`src/rtl/beep_sequencer.sv`:
```
// rtl/beep_sequencer.sv - priority beep pattern sequencer driving the buzzer tone enable
module beep_sequencer #(
  parameter int CLK_PER_MS = 50000,
  parameter int P0_ON      = 30,
  parameter int P0_N       = 1,
  parameter int P1_ON      = 100,
  parameter int P1_OFF     = 100,
  parameter int P1_N       = 3,
  parameter int P2_ON      = 250,
  parameter int P2_OFF     = 250,
  parameter int P2_N       = 0
) (
  input  logic       clk,
  input  logic       rst,
  input  logic [2:0] req,
  input  logic       stop,
  output logic       buzzer_en,
  output logic       busy,
  output logic [1:0] active,
  output logic       done,
  output logic [1:0] done_id
);

  typedef enum logic [1:0] {S_IDLE, S_ON, S_OFF} state_t;

  localparam logic [15:0] PRESC_MAX = 16'(CLK_PER_MS - 1);
  localparam logic [9:0]  ON0  = 10'(P0_ON);
  localparam logic [9:0]  ON1  = 10'(P1_ON);
  localparam logic [9:0]  ON2  = 10'(P2_ON);
  localparam logic [9:0]  OFF1 = 10'(P1_OFF);
  localparam logic [9:0]  OFF2 = 10'(P2_OFF);
  localparam logic [3:0]  N0   = 4'(P0_N);
  localparam logic [3:0]  N1   = 4'(P1_N);
  localparam logic [3:0]  N2   = 4'(P2_N);

  state_t      state;
  logic [2:0]  pending;
  logic [15:0] presc;
  logic [9:0]  ms_cnt;
  logic [3:0]  beep_cnt;
  logic [9:0]  cur_on;
  logic [9:0]  cur_off;
  logic [3:0]  cur_n;

  logic [2:0]  cand;
  logic        cand_any;
  logic [1:0]  cand_top;
  logic [2:0]  grant_mask;
  logic        grant;
  logic        tick_ms;
  logic        phase_end;
  logic [3:0]  beep_inc;
  logic [9:0]  sel_on;
  logic [9:0]  sel_off;
  logic [3:0]  sel_n;

  // Requests arriving this cycle compete alongside the latched ones.
  always_comb begin
    cand     = pending | req;
    cand_any = |cand;
    if (cand[2])      cand_top = 2'd2;
    else if (cand[1]) cand_top = 2'd1;
    else              cand_top = 2'd0;
    grant_mask = 3'b001 << cand_top;

    grant = 1'b0;
    if (!stop && cand_any) begin
      if (state == S_IDLE) grant = 1'b1;
      else                 grant = (cand_top > active);
    end

    tick_ms = (presc == PRESC_MAX);
    if (state == S_OFF) phase_end = tick_ms && (ms_cnt == cur_off - 10'd1);
    else                phase_end = tick_ms && (ms_cnt == cur_on - 10'd1);

    beep_inc = (beep_cnt == 4'hf) ? beep_cnt : beep_cnt + 4'd1;

    case (cand_top)
      2'd2:    begin sel_on = ON2; sel_off = OFF2;  sel_n = N2; end
      2'd1:    begin sel_on = ON1; sel_off = OFF1;  sel_n = N1; end
      default: begin sel_on = ON0; sel_off = 10'd1; sel_n = N0; end
    endcase
  end

  always_ff @(posedge clk) begin
    if (rst) begin
      state     <= S_IDLE;
      pending   <= 3'b000;
      presc     <= 16'd0;
      ms_cnt    <= 10'd0;
      beep_cnt  <= 4'd0;
      cur_on    <= 10'd0;
      cur_off   <= 10'd0;
      cur_n     <= 4'd0;
      buzzer_en <= 1'b0;
      busy      <= 1'b0;
      active    <= 2'd0;
      done      <= 1'b0;
      done_id   <= 2'd0;
    end else begin
      done <= 1'b0;
      if (stop) begin
        state     <= S_IDLE;
        pending   <= 3'b000;
        presc     <= 16'd0;
        ms_cnt    <= 10'd0;
        beep_cnt  <= 4'd0;
        buzzer_en <= 1'b0;
        busy      <= 1'b0;
      end else if (grant) begin
        // Fresh start and preemption share this path: straight into ON.
        state     <= S_ON;
        pending   <= cand & ~grant_mask;
        active    <= cand_top;
        cur_on    <= sel_on;
        cur_off   <= sel_off;
        cur_n     <= sel_n;
        presc     <= 16'd0;
        ms_cnt    <= 10'd0;
        beep_cnt  <= 4'd0;
        buzzer_en <= 1'b1;
        busy      <= 1'b1;
      end else begin
        pending <= cand;
        case (state)
          S_ON: begin
            if (phase_end) begin
              presc     <= 16'd0;
              ms_cnt    <= 10'd0;
              beep_cnt  <= beep_inc;
              buzzer_en <= 1'b0;
              if (cur_n != 4'd0 && beep_inc == cur_n) begin
                state   <= S_IDLE;
                busy    <= 1'b0;
                done    <= 1'b1;
                done_id <= active;
              end else begin
                state <= S_OFF;
              end
            end else if (tick_ms) begin
              presc  <= 16'd0;
              ms_cnt <= ms_cnt + 10'd1;
            end else begin
              presc <= presc + 16'd1;
            end
          end
          S_OFF: begin
            if (phase_end) begin
              state     <= S_ON;
              presc     <= 16'd0;
              ms_cnt    <= 10'd0;
              buzzer_en <= 1'b1;
            end else if (tick_ms) begin
              presc  <= 16'd0;
              ms_cnt <= ms_cnt + 10'd1;
            end else begin
              presc <= presc + 16'd1;
            end
          end
          S_IDLE: begin
            buzzer_en <= 1'b0;
            busy      <= 1'b0;
          end
          default: begin
            state     <= S_IDLE;
            buzzer_en <= 1'b0;
            busy      <= 1'b0;
          end
        endcase
      end
    end
  end

endmodule
```
`config.mk`:
```
export PLATFORM = sky130hd
export DESIGN_NAME = beep_sequencer
export DESIGN_NICKNAME = d
export VERILOG_FILES = /design/src/rtl/beep_sequencer.sv
export SDC_FILE = /design/constraint.sdc
export NUM_CORES = 1
export LEC_CHECK = 0
export ABC_AREA = 1
export BUFFER_PORTS_ARGS = -buffer_cell sky130_fd_sc_hd__clkbuf_2
export CELL_PAD_IN_SITES_DETAIL_PLACEMENT = 0
export CELL_PAD_IN_SITES_GLOBAL_PLACEMENT = 2
export CORE_AREA = 2 2 103 105
export CTS_BUF_LIST = sky130_fd_sc_hd__clkbuf_4 sky130_fd_sc_hd__clkbuf_8
export CTS_CLUSTER_SIZE = 28
export DETAILED_ROUTE_END_ITERATION = 10
export DIE_AREA = 0 0 105 107
export HOLD_SLACK_MARGIN = 0.15
export MAX_ROUTING_LAYER = met4
export PLACE_DENSITY = 0.72
export SETUP_SLACK_MARGIN = 0.15
export SYNTH_ARGS = -nofsm -noshare
export SYNTH_HDL_FRONTEND = slang
export SYNTH_SLANG_ARGS = --single-unit
export TNS_END_PERCENT = 1
```
`constraint.sdc`:
```
create_clock -name clk -period 2.05 [get_ports clk]
set_clock_uncertainty 0.15 [all_clocks]
set_input_delay 0.41 -clock clk [delete_from_list [all_inputs] [get_ports clk]]
set_output_delay 0.41 -clock clk [all_outputs]
set_load 0.02 [all_outputs]
```
# Word-level counts from Yosys, hierarchy flattened
# Index checks and enable logic that the tools add are counted.
# totals
latch_bits	0
memories	0
reg_bits	66
inputBits	6
rom_bits	0
ram_bits	0
elab_cells	94
# op_classes
n_mux	28
shift	1
n_eq_ne	16
mul	0
div_mod_pow	0
reduce_logical	21
bitwise_logic	8
magnitude_cmp	1
addsub	5
# ops
op	n
$mux 16	2
$pmux 8 s2	2
$eq 10x10->1	2
$mux 10	2
$sub 10x1->10 const B	2
$add 16x1->16 const B	1
$eq 16x16->1 const B	1
$mux 1	12
$add 10x1->10 const B	1
$ne 3x3->1 const B	3
$reduce_and 3->1	3
$mux 2	4
$ne 2x2->1 const B	4
$reduce_and 2->1	4
$pmux 2 s3	1
$reduce_or 3->1	2
$not 1->1	5
$reduce_and 5->1	1
$reduce_or 5->1	1
$add 4x1->4 const B	1
$eq 2x1->1 const B	2
$eq 2x2->1 const B	2
$eq 4x4->1	1
$eq 4x4->1 const B	1
other kinds (15)	20

# Depth between registers and ports, before layout
# Gate-level depths: netlist of the first run.
# depth
depth_word	8
depth_mapped	17
depth_no_buf	17

# Worst setup path after synthesis of the first run
# Ideal clock, no wire load.
# synth_timing
path_kind	input to register
start	input req[2]
end	register presc[13]
arrival_time_ps	2031
setup_time_ps	58
t_required_ps	1842
cell_stages	15
path_slack_ps	-189
path_cell_list	or2_1 -> clkbuf_1 -> ha_1 -> inv_1 -> nor2_1 -> o21ai_0 -> nand2_1 -> nand3_2 -> inv_2 -> nor2_4 -> inv_2 -> nor2_4 -> inv_2 -> a21oi_1 -> o21a_1
# synth_between
elab_chain_len	6
word_cells_on_any_way	8
cone_classes	order compare: 1; mux: 3; bitwise: 1; reduce/logical: 3
# synth_rtl
item	line_no	rtl
from (decl)	15	input logic [2:0] req,
$or 3x3->3 (*)	59	cand = pending | req;
named net cand[2]	45	logic [2:0] cand;
$mux 2	61	if (cand[2]) cand_top = 2'd2;
$gt 2x2->1	69	else grant = (cand_top > active);
$mux 1	68	if (state == S_IDLE) grant = 1'b1;
$mux 1 (*)	67	if (!stop && cand_any) begin
$reduce_or 3->1 (no source line) (*)	-	
to (signal assigned)	144	presc <= presc + 16'd1;
to (signal assigned)	157	presc <= presc + 16'd1;
to (decl)	38	logic [15:0] presc;
# The timed path passes the listed nets; every way through them passes the cells marked *.
# A chain may end at the register's enable or synchronous reset.

# Worst setup path after layout of the first run
# layout_timing
start	register pending[2]
end	register ms_cnt[1]
# layout_between
elab_chain_len	6
word_cells_on_any_way	8
cone_classes	order compare: 1; mux: 3; bitwise: 1; reduce/logical: 3
# layout_rtl
item	line_no	rtl
from (decl)	37	logic [2:0] pending;
from (signal assigned)	113	pending <= cand & ~grant_mask;
from (signal assigned)	124	pending <= cand;
$or 3x3->3 (*)	59	
$mux 2	61	
$gt 2x2->1	69	
$mux 1	68	
$mux 1 (*)	67	
$reduce_or 3->1 (no source line) (*)	-	
to (signal assigned)	142	ms_cnt <= ms_cnt + 10'd1;
to (signal assigned)	155	ms_cnt <= ms_cnt + 10'd1;
to (decl)	39	logic [9:0] ms_cnt;
# Mark *: on every way between the ends. The rest lies on a longest branch, timed or not.

==> results of run 1 <==
path summary, 6_finish.rpt:
kind,from,endpoint,slack (ns),depth (start not counted)
setup / recovery,pending[2]$_SDFF_PP0_,ms_cnt[1]$_SDFFE_PP0P_,-0.12,13
hold / removal,rst,cur_off[0]$_SDFFE_PP0P_,0.21,2
setup reg to reg,pending[2]$_SDFF_PP0_,ms_cnt[1]$_SDFFE_PP0P_,-0.12,13
hold reg to reg,buzzer_en$_SDFFE_PP0P_,buzzer_en$_SDFFE_PP0P_,0.34,2
worst max-delay path: stages (launching register included):
cell	delay, ns
dfxtp_1	0.31
or2_4	0.24
ha_1	0.29
inv_1	0.06
nor2_1	0.03
o21ai_1	0.11
nand2_1	0.07
nand3_2	0.09
inv_2	0.06
nor2_4	0.11
inv_4	0.05
nor2_4	0.19
clkinvlp_4	0.22
o21ai_1	0.15
layout by cell type (no fill, tap or decap), types with 2 or more instances in the layout:
master | synthesis | final
nand3_4 | 1 | 2
nor2_4 | 4 | 5
clkbuf_2 | 0 | 12
a21oi_1 | 21 | 20
nor2_1 | 60 | 52
nand2_2 | 2 | 12
nor3_1 | 9 | 5
ha_1 | 12 | 7
o21ai_1 | 1 | 4
buf_4 | 1 | 86
clkinvlp_4 | 0 | 2
nand3_1 | 39 | 33
nor3_2 | 0 | 4
or2_2 | 4 | 3
dfxtp_1 | 47 | 39
buf_6 | 1 | 5
a211oi_1 | 4 | 2
a211oi_2 | 0 | 2
inv_6 | 0 | 3
nor3b_2 | 0 | 2
nand2_1 | 129 | 119
a31oi_1 | 2 | 2
nand3b_1 | 2 | 2
nand4_1 | 9 | 9
xor2_1 | 3 | 3
dfxtp_2 | 0 | 8
inv_1 | 74 | 70
nor2_2 | 4 | 11
clkbuf_8 | 0 | 5
nand3_2 | 3 | 8
inv_2 | 7 | 8
inv_4 | 0 | 2
o21ai_0 | 13 | 10
or2_4 | 0 | 2
ha_4 | 0 | 4
layer usage:
layer	GRT usage (%)	share of wire, %	vias up
met5	-	0	-
met4	4.76	1.5	0
met3	2.74	1.7	9
met2	29.4	49	26
met1	19.7	47	1394
li1	-	-	1678
state kept, by name (all words and copies together) (netlist names), 2 cells and up:
register,cells
presc,16
ms_cnt,10
beep_cnt,4
state,2
cur_off,3
pending,3
done_id,2
active,2
area by class of cell:
| class | instances | area, um2 |
|---|---|---|
| fill | 1135 | 5940 |
| multi-input combinational | 333 | 1850 |
| sequential | 47 | 951 |
| timing repair buffer | 103 | 762 |
| inverter | 81 | 314 |
| tap | 136 | 170 |
| clock buffer | 5 | 68.8 |
| clock inverter | 3 | 25.0 |
| timing repair inverter | 1 | 7.51 |
synthesized netlist by cell type (all sizes together):
cell	number	share of area (%)
nand3b	2	0.51
o21a	1	0.25
nand2	131	17
a21boi	1	0.25
a21oi	21	3.6
o21ai	14	2.4
buf	5	1.1
a221oi	1	0.51
and2	1	0.21
nand3	43	8.2
a21o	1	0.25
dfxtp	47	32
a31oi	2	0.42
o2111ai	1	0.30
inv	81	10
clkbuf	2	0.25
nor3	9	1.5
ha	12	5.1
o41ai	1	0.30
xnor2	1	0.30
nor2	68	10
nand4	9	1.9
xor2	3	0.89
nor3b	2	0.51
a211oi	4	1.0
or2	5	1.1
power groups by stage:
stage	Combinational, uW	Sequential (uW)	Clock, uW
2_1_floorplan	198	969	0
3_3_place_gp	348	964	0
3_5_place_dp	346	964	0
4_1_cts	384	945	647
5_1_grt	448	949	696
6_report	395	945	617
stage by stage:
stage	worst slack [ns]	util (%)
final	-0.125	41.1
after global routing	-0.361	41.1
after CTS	-0.144	40.6
after detailed placement	-0.368	37.5
after global placement	-0.315	37.5
after floorplan	-0.165	-
cell families after synthesis:
| kind of cell | count (synthesis) | synth area share [%] |
|---|---|---|
| AOI/OAI and AO/OA | 47 | 9.25 |
| xor gates and xnor gates | 4 | 1.19 |
| adders and majority gates | 12 | 5.09 |
| buffers and inverters | 88 | 11.7 |
| DFF | 47 | 31.9 |
| and+or+nand+nor | 270 | 40.8 |
repair_timing:
action,in CTS,in global routing
pin swaps,23,2
hold buffers,0,0
endpoints found under the setup margin,47,47
resized for setup,50,15
buffers inserted,6,0
gates cloned,1,0
==> results list, run 1 <==
- The run finished, with violations left.
- Setup repair after global routing could not meet its margin everywhere.
- At the pin with the least slew margin, the transition time is roughly 0.37 ns.
- Counting every instance in the synthesized netlist gives 468.
- Post-route cell area: 4150 um2
- Port Buffers: 12
* Pins over their slew limit: 0
- P_sw: 599 uW
- In the final routed layout, each cell accounts on average for about 12 um.
- Sequential Power Share: 48.3%
- All-Layer GR Usage: 16.7%
- The via count of the first global-routing pass came to ~3100.
- Clock sinks: 47
* DRC Markers: 0
- Clk Latency, worst-skew pair: ~0.33 ns
- Routability-driven placement finished with a final weighted congestion of 0.784.
* Capturing element type of the critical path: register
* Non-filler cells in the finished layout: 709
* Clock tree from TritonCTS: done
- Summed over all layers, the global routing overflow is 0.
- Row cnt: 37
- Total length of routed wires: around 8.5 mm
- Cell total after placement: 694
- The clock network burns 31.5% of the power.
* Number of buffers inserted during clock tree synthesis: 5
- Number of failing setup endpoints in the final timing report: 29
- The clock passes through at most 2 buffers.
- Number of nets in the layout: 590
* Total power per unit cell area: about 470 nW/um2
- Pin placement for this block handled 13 I/O pins.
- After detailed placement, the total cell area comes to ~3800 um2.
* Pin count of the biggest net entering global routing: 18
- The analysis attributes to cell leakage a power of 0.00192 uW.
- Switching share of total power: a little under a third
- Arrival time of data at the critical path endpoint: roughly 2.3 ns
- IR analysis of the VDD net gives a maximum drop of 0.222 mV.
- Counting every net in the synthesized netlist gives 486.
* Half-perimeter wire length of the detailed placement result: 6.76 mm
- In this run the worst path has a maximum fanout of 5.
- Via-to-Cell Ratio: 4.38
* Total negative setup slack: -1.85 ns
* Synthesized area: 2950 um2
* Number of detailed-route iterations in the first pass: 4
* Failing checks: negative setup slack
- Global-route wire length before repair: between 10 and 15 mm
- Total core area: 10100 um2
- After the first detailed-routing iteration, the DRC count stood at 91.
- Number of warnings reported in the yosys synthesis log: 0
- After synthesis, flip-flops and latches occupy 31.9% of the total area.
- Period utilisation layout: 106%
* Maximum level of the CTS H-tree: 2
- Shortest period the worst path allows: between 2 and 2.5 ns
- In this run the remaining antenna-violating nets after routing total 0.
- The die covers 11200 um2.
- Final Total Pwr: 1960 uW
* FMAX: 0.460 GHz
- Internal cell power: 1360 uW
* Required @ worst endpoint: 2.17 ns
* Count of state elements after synthesis: 47
- Number of maximum-capacitance constraint violations: 0
- Slew headroom: 74.9%
- Across all setup checks in the final design, the least slack found is -0.125 ns.
- The initial utilization of the core area, before any placement, comes to 29.2%.
- Clock tree synthesis selected as its root buffer the cell clkbuf_8.
* Startpoint-to-endpoint class of the critical path: reg -> reg
- STA classifies the critical path startpoint as a register.
- Clock-pin slew was measured on the worst setup and hold paths at 0.11 ns.
- Minimum hold slack: 0.206 ns
* Antenna fix cells: 0
- Die Height: 107 um
- DIE WIDTH: around 110 um
- The tightest min-delay check is of the in -> reg type.
- Yosys mapped the design onto 36 distinct sky130hd cell types.
- Proportion of layout cells with a drive suffix above 1: 33.2%
- Dividing the synthesized area by the synthesized cell count gives 6.30 um2.
- The number of failing hold endpoints at the final stage is 0.
- Combinational fraction of design power: roughly a fifth
- Overall via count from detail_route: 3107
- The number of antenna violations at the first check in global routing is 0.
- Relative to the synthesized area, the layout overhead comes to 40.9%.
(Power assumes the default switching activity.)
==> run 2: changes to the inputs <==
==> constraint.sdc (replaced) <==
create_clock -name clk -period 2.05 [get_ports clk]
set_clock_uncertainty 0.15 [all_clocks]
set_input_delay 0.1025 -clock clk [delete_from_list [all_inputs] [get_ports clk]]
set_output_delay 0.1025 -clock clk [all_outputs]
set_load 0.02 [all_outputs]
==> run 2 against run 1 <==
Effect of this change:
- the run still ends with negative setup slack left
- hold slack improved by 0.088 ns
- die area did not move
- count of clock-buffer cells in the layout rose by 1
- flip-flop and latch count did not move
- clock power rose by 2%
- final cell count fell by 1.8%
- register-to-register slack got worse by 0.03 ns
- sequential share of layout area fell by 0.18 points
- largest power group unchanged
- core utilization rose by 0.32 points
- sequential power rose by 0.4%
- wire length rose by 3.3%
- total power rose by 3.0%
==> results list, run 2 (synthesis results as in run 1) <==
- Status: finished, violations left
- Failing checks: negative setup slack
* Worst hold path class: in -> reg
* Worst Min Path Start: req[2]
- The length of the first detailed-routing pass in iterations came to 4 (unchanged).
- The area of the placeable core came to 10100 um2 (unchanged).
- The power density of the placed cells was 481 nW/um2 (+2.2%).
- Arrival time of data at the critical path endpoint: 2.30 ns (about the same)
* Clock sinks: 47 (unchanged)
* Row cnt: 37 (unchanged)
- Core utilization of the finished layout: 41.5% (+0.32 points)
- Routed len/inst: 12.6 um (+5.2%)
- Number of top-level design ports: 13 (unchanged)
* Total negative setup slack: -2.21 ns (-0.355 ns)
- The placed wire-length estimate after detailed placement was 6.77 mm (+0.18%).
- Largest reg by FF count: presc
* Slew headroom: 74.4% (-0.45 points)
- The library cell used most frequently in the layout, excluding fill and tap cells, is nand2_1.
- The ratio of routed vias to standard cells was 4.45 (+1.6%).
- Post-synthesis to final-layout area growth: 42.0%
* Capturing element type of the critical path: register
- Sum of overflow across all layers after global routing: 0 (unchanged)
- Number of antenna violations at the first check in global routing: 0 (unchanged)
- Worst hold path stage count: 8 (+6)
- The critical path in this run is classified as reg -> reg.
- The worst setup path is launched from a register.
* Setup repair after global routing missed its margin: true
- The count of input and output buffers was 12 (unchanged).
* Global-route wire length before repair: 14.5 mm (-0.71%)
* Starting Density: 29.2% (unchanged)
- The final estimated routing congestion in global placement is 0.817 (+4.3%).
- The count of cells along the worst register-to-register path was 15 (+2).
- Multi-input gate area: 1950 um2 (+5.1%)
- The height of the chip came to 107 um (unchanged).
* Number of maximum-capacitance constraint violations: 0 (unchanged)
- The count of final setup violators came to 31 (+6.9%).
- The chip width came to 105 um (unchanged).
- The required time reported for the critical path endpoint came to 2.14 ns (-0.03 ns).
- The full die area came to 11200 um2 (unchanged).
* Worst path bufs/invs: 5 (+1)
- Most used cells in the layout excluding fill and tap cells: nand2_1 (112), inv_1 (65), buf_4 (65), nor2_1 (49), dfxtp_1 (39)
* Initial DRC count: 84 (-7.7%)
- TritonCTS built the clock tree.
- Largest register FFs: 16 (unchanged)
- Number of nets still failing antenna checks after routing: 0 (unchanged)
- Largest registers in the final layout: presc x16, ms_cnt x10, beep_cnt x4
* Filler Cells Inserted: 1103 (-2.8%)
- Worst vdd ir: 0.325 mV (+46%)
- FMAX: 0.454 GHz (-1.3%)
- Register cell area after layout: 951 um2 (unchanged)
* All-Layer GR Usage: 16.5% (-0.18 points)
* Destination of the worst register-to-register timing path: presc[1]$_SDFFE_PP0P_
- Crit path cell chain: or2_4 > inv_4 > nand2_4 > ha_4 > nand2_2 > o21ai_1 > nand2_1 > nand3_2 > inv_2 > nor2_4 > inv_4 > nor2_4 > clkinv_4 > buf_6 > nor3_2
* Clk root buf: clkbuf_8
* Antenna fix cells: 0 (unchanged)
- Worst-case clock buffer depth: 2 (unchanged)
- The via count came to 3099 (-0.26%).
- Reg-to-Reg Start: pending[2]$_SDFF_PP0_
- Proportion of layout cells with a drive suffix above 1: 33.9% (+0.77 points)
- The maximum number of pins on one net before global-route repair came to 16 (-2).
* Pins over their slew limit: 0 (unchanged)
* Period utilisation layout: 108% (+1.5 points)
- The final-stage net count is 577 (-2.2%).
- The largest individual stage delay along the critical path comes from the cell dfxtp_2.
* Static power due to leakage: 0.00190 uW (-1.2%)
- The critical path's largest stage delay came to 0.33 ns (+0.02 ns).
* Minimum hold slack: 0.294 ns (+0.0875 ns)
* Number of buffers inserted during clock tree synthesis: 5 (unchanged)
* Hold-critical path endpoint: cur_off[0]$_SDFFE_PP0P_
- The via count of the first global-routing pass was 3107 (-0.77%).
- Shortest period the worst path allows: 2.20 ns (+0.0297 ns)
- The total DRC errors in the routed layout was 0 (unchanged).
* Final worst-path setup slack: -0.154 ns (-0.0297 ns)
- The highest net fanout along the worst path came to 6 (+1).
- Final Hold Violating Endpoints: 0 (unchanged)
* Top cell family by delay on the critical path: simple AND/OR/NAND/NOR gates
- Transition time of the tightest slew-check pin: 0.380 ns (+0.00634 ns)
- The total wirelength of the detailed-routed design was 8.77 mm (+3.3%).
- Clock transition at the registers of the reported paths: 0.10 ns (about the same)
- The slack of the worst reg-to-reg path is -0.15 ns (-0.03 ns).
* Clk Latency, worst-skew pair: 0.31 ns (-0.02 ns)
- The depth of the CTS H-tree is 2 (unchanged).
==> run 2: per-layer routing <==
layer | up-vias | GRT usage (%) | part of all wire [%]
met3 | 10 | 2.07 | 1.5
li1 | 1664 | - | -
met4 | 0 | 5.14 | 1.5
met5 | - | - | 0
met1 | 1401 | 18.9 | 46
met2 | 24 | 30.1 | 51
==> run 2: worst reg2reg max path, delay by kind of cell, from the launching register on <==
family / cells / cell delay, ns
compound gates: 1 / 0.06
fa+ha+maj: 1 / 0.25
buf+inv: 5 / 0.44
flops: 1 / 0.33
simple gates: 8 / 0.90
==> run 2: cell type report <==
cell class	count	share of cell area, %
clock inverters	2	0.389
flip-flops and latches	47	22.7
clock buffers	6	1.82
multi-input cells	333	46.5
repair buffers	91	16.8
inverters	81	7.68
well taps	136	4.07
==> run 2: through the flow <==
step	worst slack, ns	instance area [um2]	power (uW)	std cells
final	-0.154	4190	2010	696
after floorplan	-0.0263	2960	1170	468
after detailed placement	-0.364	3610	1310	671
after global routing	-0.276	4190	2130	696
after global placement	-0.354	3610	1320	671
after CTS	-0.140	3910	2000	688
==> run 2: what timing repair did <==
action	in CTS	in global routing
gates resized for setup	39	64
endpoints found under the hold margin	16	0
buffers inserted	3	8
setup endpoints to repair	47	47
hold buffers	5	0
pin swaps	18	24
cloned	1	0
==> run 2: worst max-delay path by stage <==
| stage | start | end | slack [ns] | cells past startpoint |
|---|---|---|---|---|
| 2_1_floorplan | pending[2]$_SDFF_PP0_ | presc[13]$_SDFFE_PP0P_ | -0.03 | 16 |
| 3_3_place_gp | state[0]$_SDFFE_PP0P_ | done_id[0]$_SDFFE_PP0P_ | -0.35 | 12 |
| 3_5_place_dp | state[0]$_SDFFE_PP0P_ | done_id[0]$_SDFFE_PP0P_ | -0.36 | 12 |
| 4_1_cts | pending[2]$_SDFF_PP0_ | presc[13]$_SDFFE_PP0P_ | -0.14 | 15 |
| 5_1_grt | pending[2]$_SDFF_PP0_ | presc[1]$_SDFFE_PP0P_ | -0.28 | 15 |
| 6_report | pending[2]$_SDFF_PP0_ | presc[1]$_SDFFE_PP0P_ | -0.15 | 15 |
==> run 2: where the power goes <==
part,switching [uW],internal [uW],leakage (uW)
Clock,368,260,0.0000452
Combinational,236,203,0.00147
Sequential,16.3,932,0.000384
Total,620,1390,0.00190
==> run 3: changes to the inputs <==
Settings changed: RECOVER_POWER from default to 50.
==> run 3 against run 2 <==
Effect of this change:
- the flow still finishes with violations (negative setup slack)
- flip-flop and latch count did not move
- register-to-register slack barely moved
- total power barely moved
- core utilization barely moved
- critical path type unchanged
==> results list, run 3 (synthesis results as in run 1) <==
* Total length of routed wires: 8.76 mm (about the same)
* Die footprint: 11200 um2 (unchanged)
- The TritonCTS buffer count is 5 (unchanged).
- The source-to-sink clock delay at the later pin of the worst-skew pair was 0.31 ns (about the same).
- Hold-critical path endpoint: cur_off[0]$_SDFFE_PP0P_
- The worst-margin pin slew was 0.369 ns (-0.0117 ns).
* Number of nets still failing antenna checks after routing: 0 (unchanged)
* Proportion of layout cells with a drive suffix above 1: 33.2% (-0.71 points)
* Total power per unit cell area: 482 nW/um2 (+0.13%)
- Post-synthesis to final-layout area growth: 41.8%
- Final weighted congestion of routability-driven global placement: 0.817 (unchanged)
* Number of detailed-route iterations in the first pass: 4 (unchanged)
- Destination of the worst register-to-register timing path: presc[1]$_SDFFE_PP0P_
- The site row count is 37 (unchanged).
* Largest reg by FF count: presc
- The final worst hold slack is 0.294 ns (+0.000164 ns).
- Capturing element type of the critical path: register
- Total core area: 10100 um2 (unchanged)
* Crit path cell chain: or2_4 > inv_4 > nand2_4 > ha_4 > nand2_2 > o21ai_1 > nand2_1 > nand3_2 > inv_2 > nor2_4 > inv_4 > nor2_4 > clkinv_4 > buf_6 > nor3_2
* Most used cells in the layout excluding fill and tap cells: nand2_1 (112), inv_1 (65), buf_4 (65), nor2_1 (49), dfxtp_1 (39)
* Clock transition at the registers of the reported paths: 0.10 ns (about the same)
* Pin count of the biggest net entering global routing: 16 (unchanged)
* Initial DRC count: 80 (-4.8%)
* Period utilisation layout: 108% (about the same)
* Global-route wire length before repair: 14.5 mm (unchanged)
- In this run the worst hold path is classified as in -> reg.
* Die Height: 107 um (unchanged)
* Worst vdd ir: 0.326 mV (+0.32%)
* Number of failing setup endpoints in the final timing report: 31 (unchanged)
* R2r setup slk: -0.15 ns (about the same)
- Largest registers in the final layout: presc x16, ms_cnt x10, beep_cnt x4
- Worst path bufs/invs: 5 (unchanged)
* Half-perimeter wire length of the detailed placement result: 6.77 mm (unchanged)
- TritonCTS built the clock tree.
- Vias in the first global route: 3107 (unchanged)
* Arrival time of data at the critical path endpoint: 2.30 ns (about the same)
* Reg-to-Reg Start: pending[2]$_SDFF_PP0_
- Logic depth of the worst register-to-register path: 15 (unchanged)
- DIE WIDTH: 105 um (unchanged)
- Starting Density: 29.2% (unchanged)
* DRC Markers: 0 (unchanged)
- The highest net fanout along the worst path was 6 (unchanged).
- Routed len/inst: 12.6 um (about the same)
- The number of failing hold endpoints at the final stage is 0 (unchanged).
* Number of top-level design ports: 13 (unchanged)
* Status: finished, violations left
- Number of nets in the layout: 577 (unchanged)
- The leakage power of the design came to 0.00189 uW (-0.72%).
* Number of antenna violations at the first check in global routing: 0 (unchanged)
* Startpoint-to-endpoint class of the critical path: reg -> reg
- The depth of the CTS H-tree was 2 (unchanged).
- The met1 capacity usage during global routing is 18.9% (unchanged).
* Crit-path max cell delay: 0.33 ns (about the same)
- Final worst-path setup slack: -0.155 ns (-0.000364 ns)
- Required @ worst endpoint: 2.14 ns (about the same)
- Post-route cell area: 4180 um2 (-0.12%)
- DP Area: 3610 um2 (unchanged)
* Via-to-Cell Ratio: 4.46 (+0.16%)
* Worst hold path stage count: 8 (unchanged)
- Setup crit start kind: register
- Top cell family by delay on the critical path: simple AND/OR/NAND/NOR gates
- Commonest non-fill, non-tap cell in the layout: nand2_1
* Clk root buf: clkbuf_8
- The max-capacitance violation count was 0 (unchanged).
* Worst Min Path Start: req[2]
* Failing checks: negative setup slack
- The sum of internal, switching and leakage power came to 2010 uW (about the same).
- The via count is 3104 (+0.16%).
* Global-route met2 utilization: 30.1% (unchanged)
* Pins over their slew limit: 0 (unchanged)
* All-Layer GR Usage: 16.5% (unchanged)
- Worst-case clock buffer depth: 2 (unchanged)
* Shortest period the worst path allows: 2.20 ns (+0.000364 ns)
- Port Buffers: 12 (unchanged)
* Worst setup slack after placement: -0.364 ns (unchanged)
- Setup repair after global routing missed its margin: true
- The relative slew slack was 75.2% (+0.79 points).
- Critical path's slowest cell: dfxtp_2
- The clock net sink count is 47 (unchanged).
- The residual overflow from global routing came to 0 (unchanged).
- Total negative setup slack: -2.21 ns (-0.000190 ns)
* Most Used Layer, Global Route: met2
* FMAX: 0.454 GHz (about the same)
- The flip-flop count of the largest register after layout came to 16 (unchanged).
* Antenna fix cells: 0 (unchanged)
- The met3 layer usage reported by global route came to 2.07% (unchanged).
-- run 3: what timing repair did --
item	in CTS	in global routing
hold buffers	5	0
pin swaps	18	24
hold endpoints to repair	16	0
setup endpoints to repair	47	47
gates cloned	1	0
setup buffers	3	8
resized for setup	39	64
-- run 3: area by class of cell --
cell class	count	area (um2)
fillers	1106	5910
multi-input cells	333	1950
flip-flops and latches	47	951
repair buffers	91	697
inverters	81	322
well taps	136	170
clock buffers	6	76.3
clock inverters	2	16.3
-- run 3: power by group --
group          switching [uW]  internal (uW)  total [uW]
registers                16.2            932         948
logic                     236            202         438
clock network             368            260         628
total                     620           1390        2010
-- run 3: worst reg2reg max path: cells and delay by family (launching register included) --
family | cells | cell delay, ns
AO/OA/AOI/OAI | 1 | 0.06
adder cells (fa/ha/maj) | 1 | 0.25
buffers and inverters | 5 | 0.44
flip-flops | 1 | 0.33
AND/OR/NAND/NOR | 8 | 0.90
-- run 3: per-stage QoR --
step           util [%]  std cells
4_1_cts            38.7        688
5_1_grt            41.4        696
3_5_place_dp       35.8        671
3_3_place_gp       35.8        671
2_1_floorplan         -        468
6_report           41.4        696
-- run 3: how the worst max path moves through the flow --
stage	startpoint	to	slack [ns]	cells after the start
final	pending[2]$_SDFF_PP0_	presc[1]$_SDFFE_PP0P_	-0.15	15
after detailed placement	state[0]$_SDFFE_PP0P_	done_id[0]$_SDFFE_PP0P_	-0.36	12
after global routing	pending[2]$_SDFF_PP0_	presc[1]$_SDFFE_PP0P_	-0.28	15
after global placement	state[0]$_SDFFE_PP0P_	done_id[0]$_SDFFE_PP0P_	-0.35	12
after floorplan	pending[2]$_SDFF_PP0_	presc[13]$_SDFFE_PP0P_	-0.03	16
after CTS	pending[2]$_SDFF_PP0_	presc[13]$_SDFFE_PP0P_	-0.14	15
-- run 3: routing by layer --
| metal | up-vias | part of all wire (%) | wire length (um) |
|---|---|---|---|
| met5 | - | 0 | 0 |
| met4 | 0 | 1.5 | 133 |
| met3 | 10 | 2.1 | 187 |
| met2 | 26 | 51 | 4490 |
| met1 | 1405 | 45 | 3960 |
| li1 | 1663 | - | - |
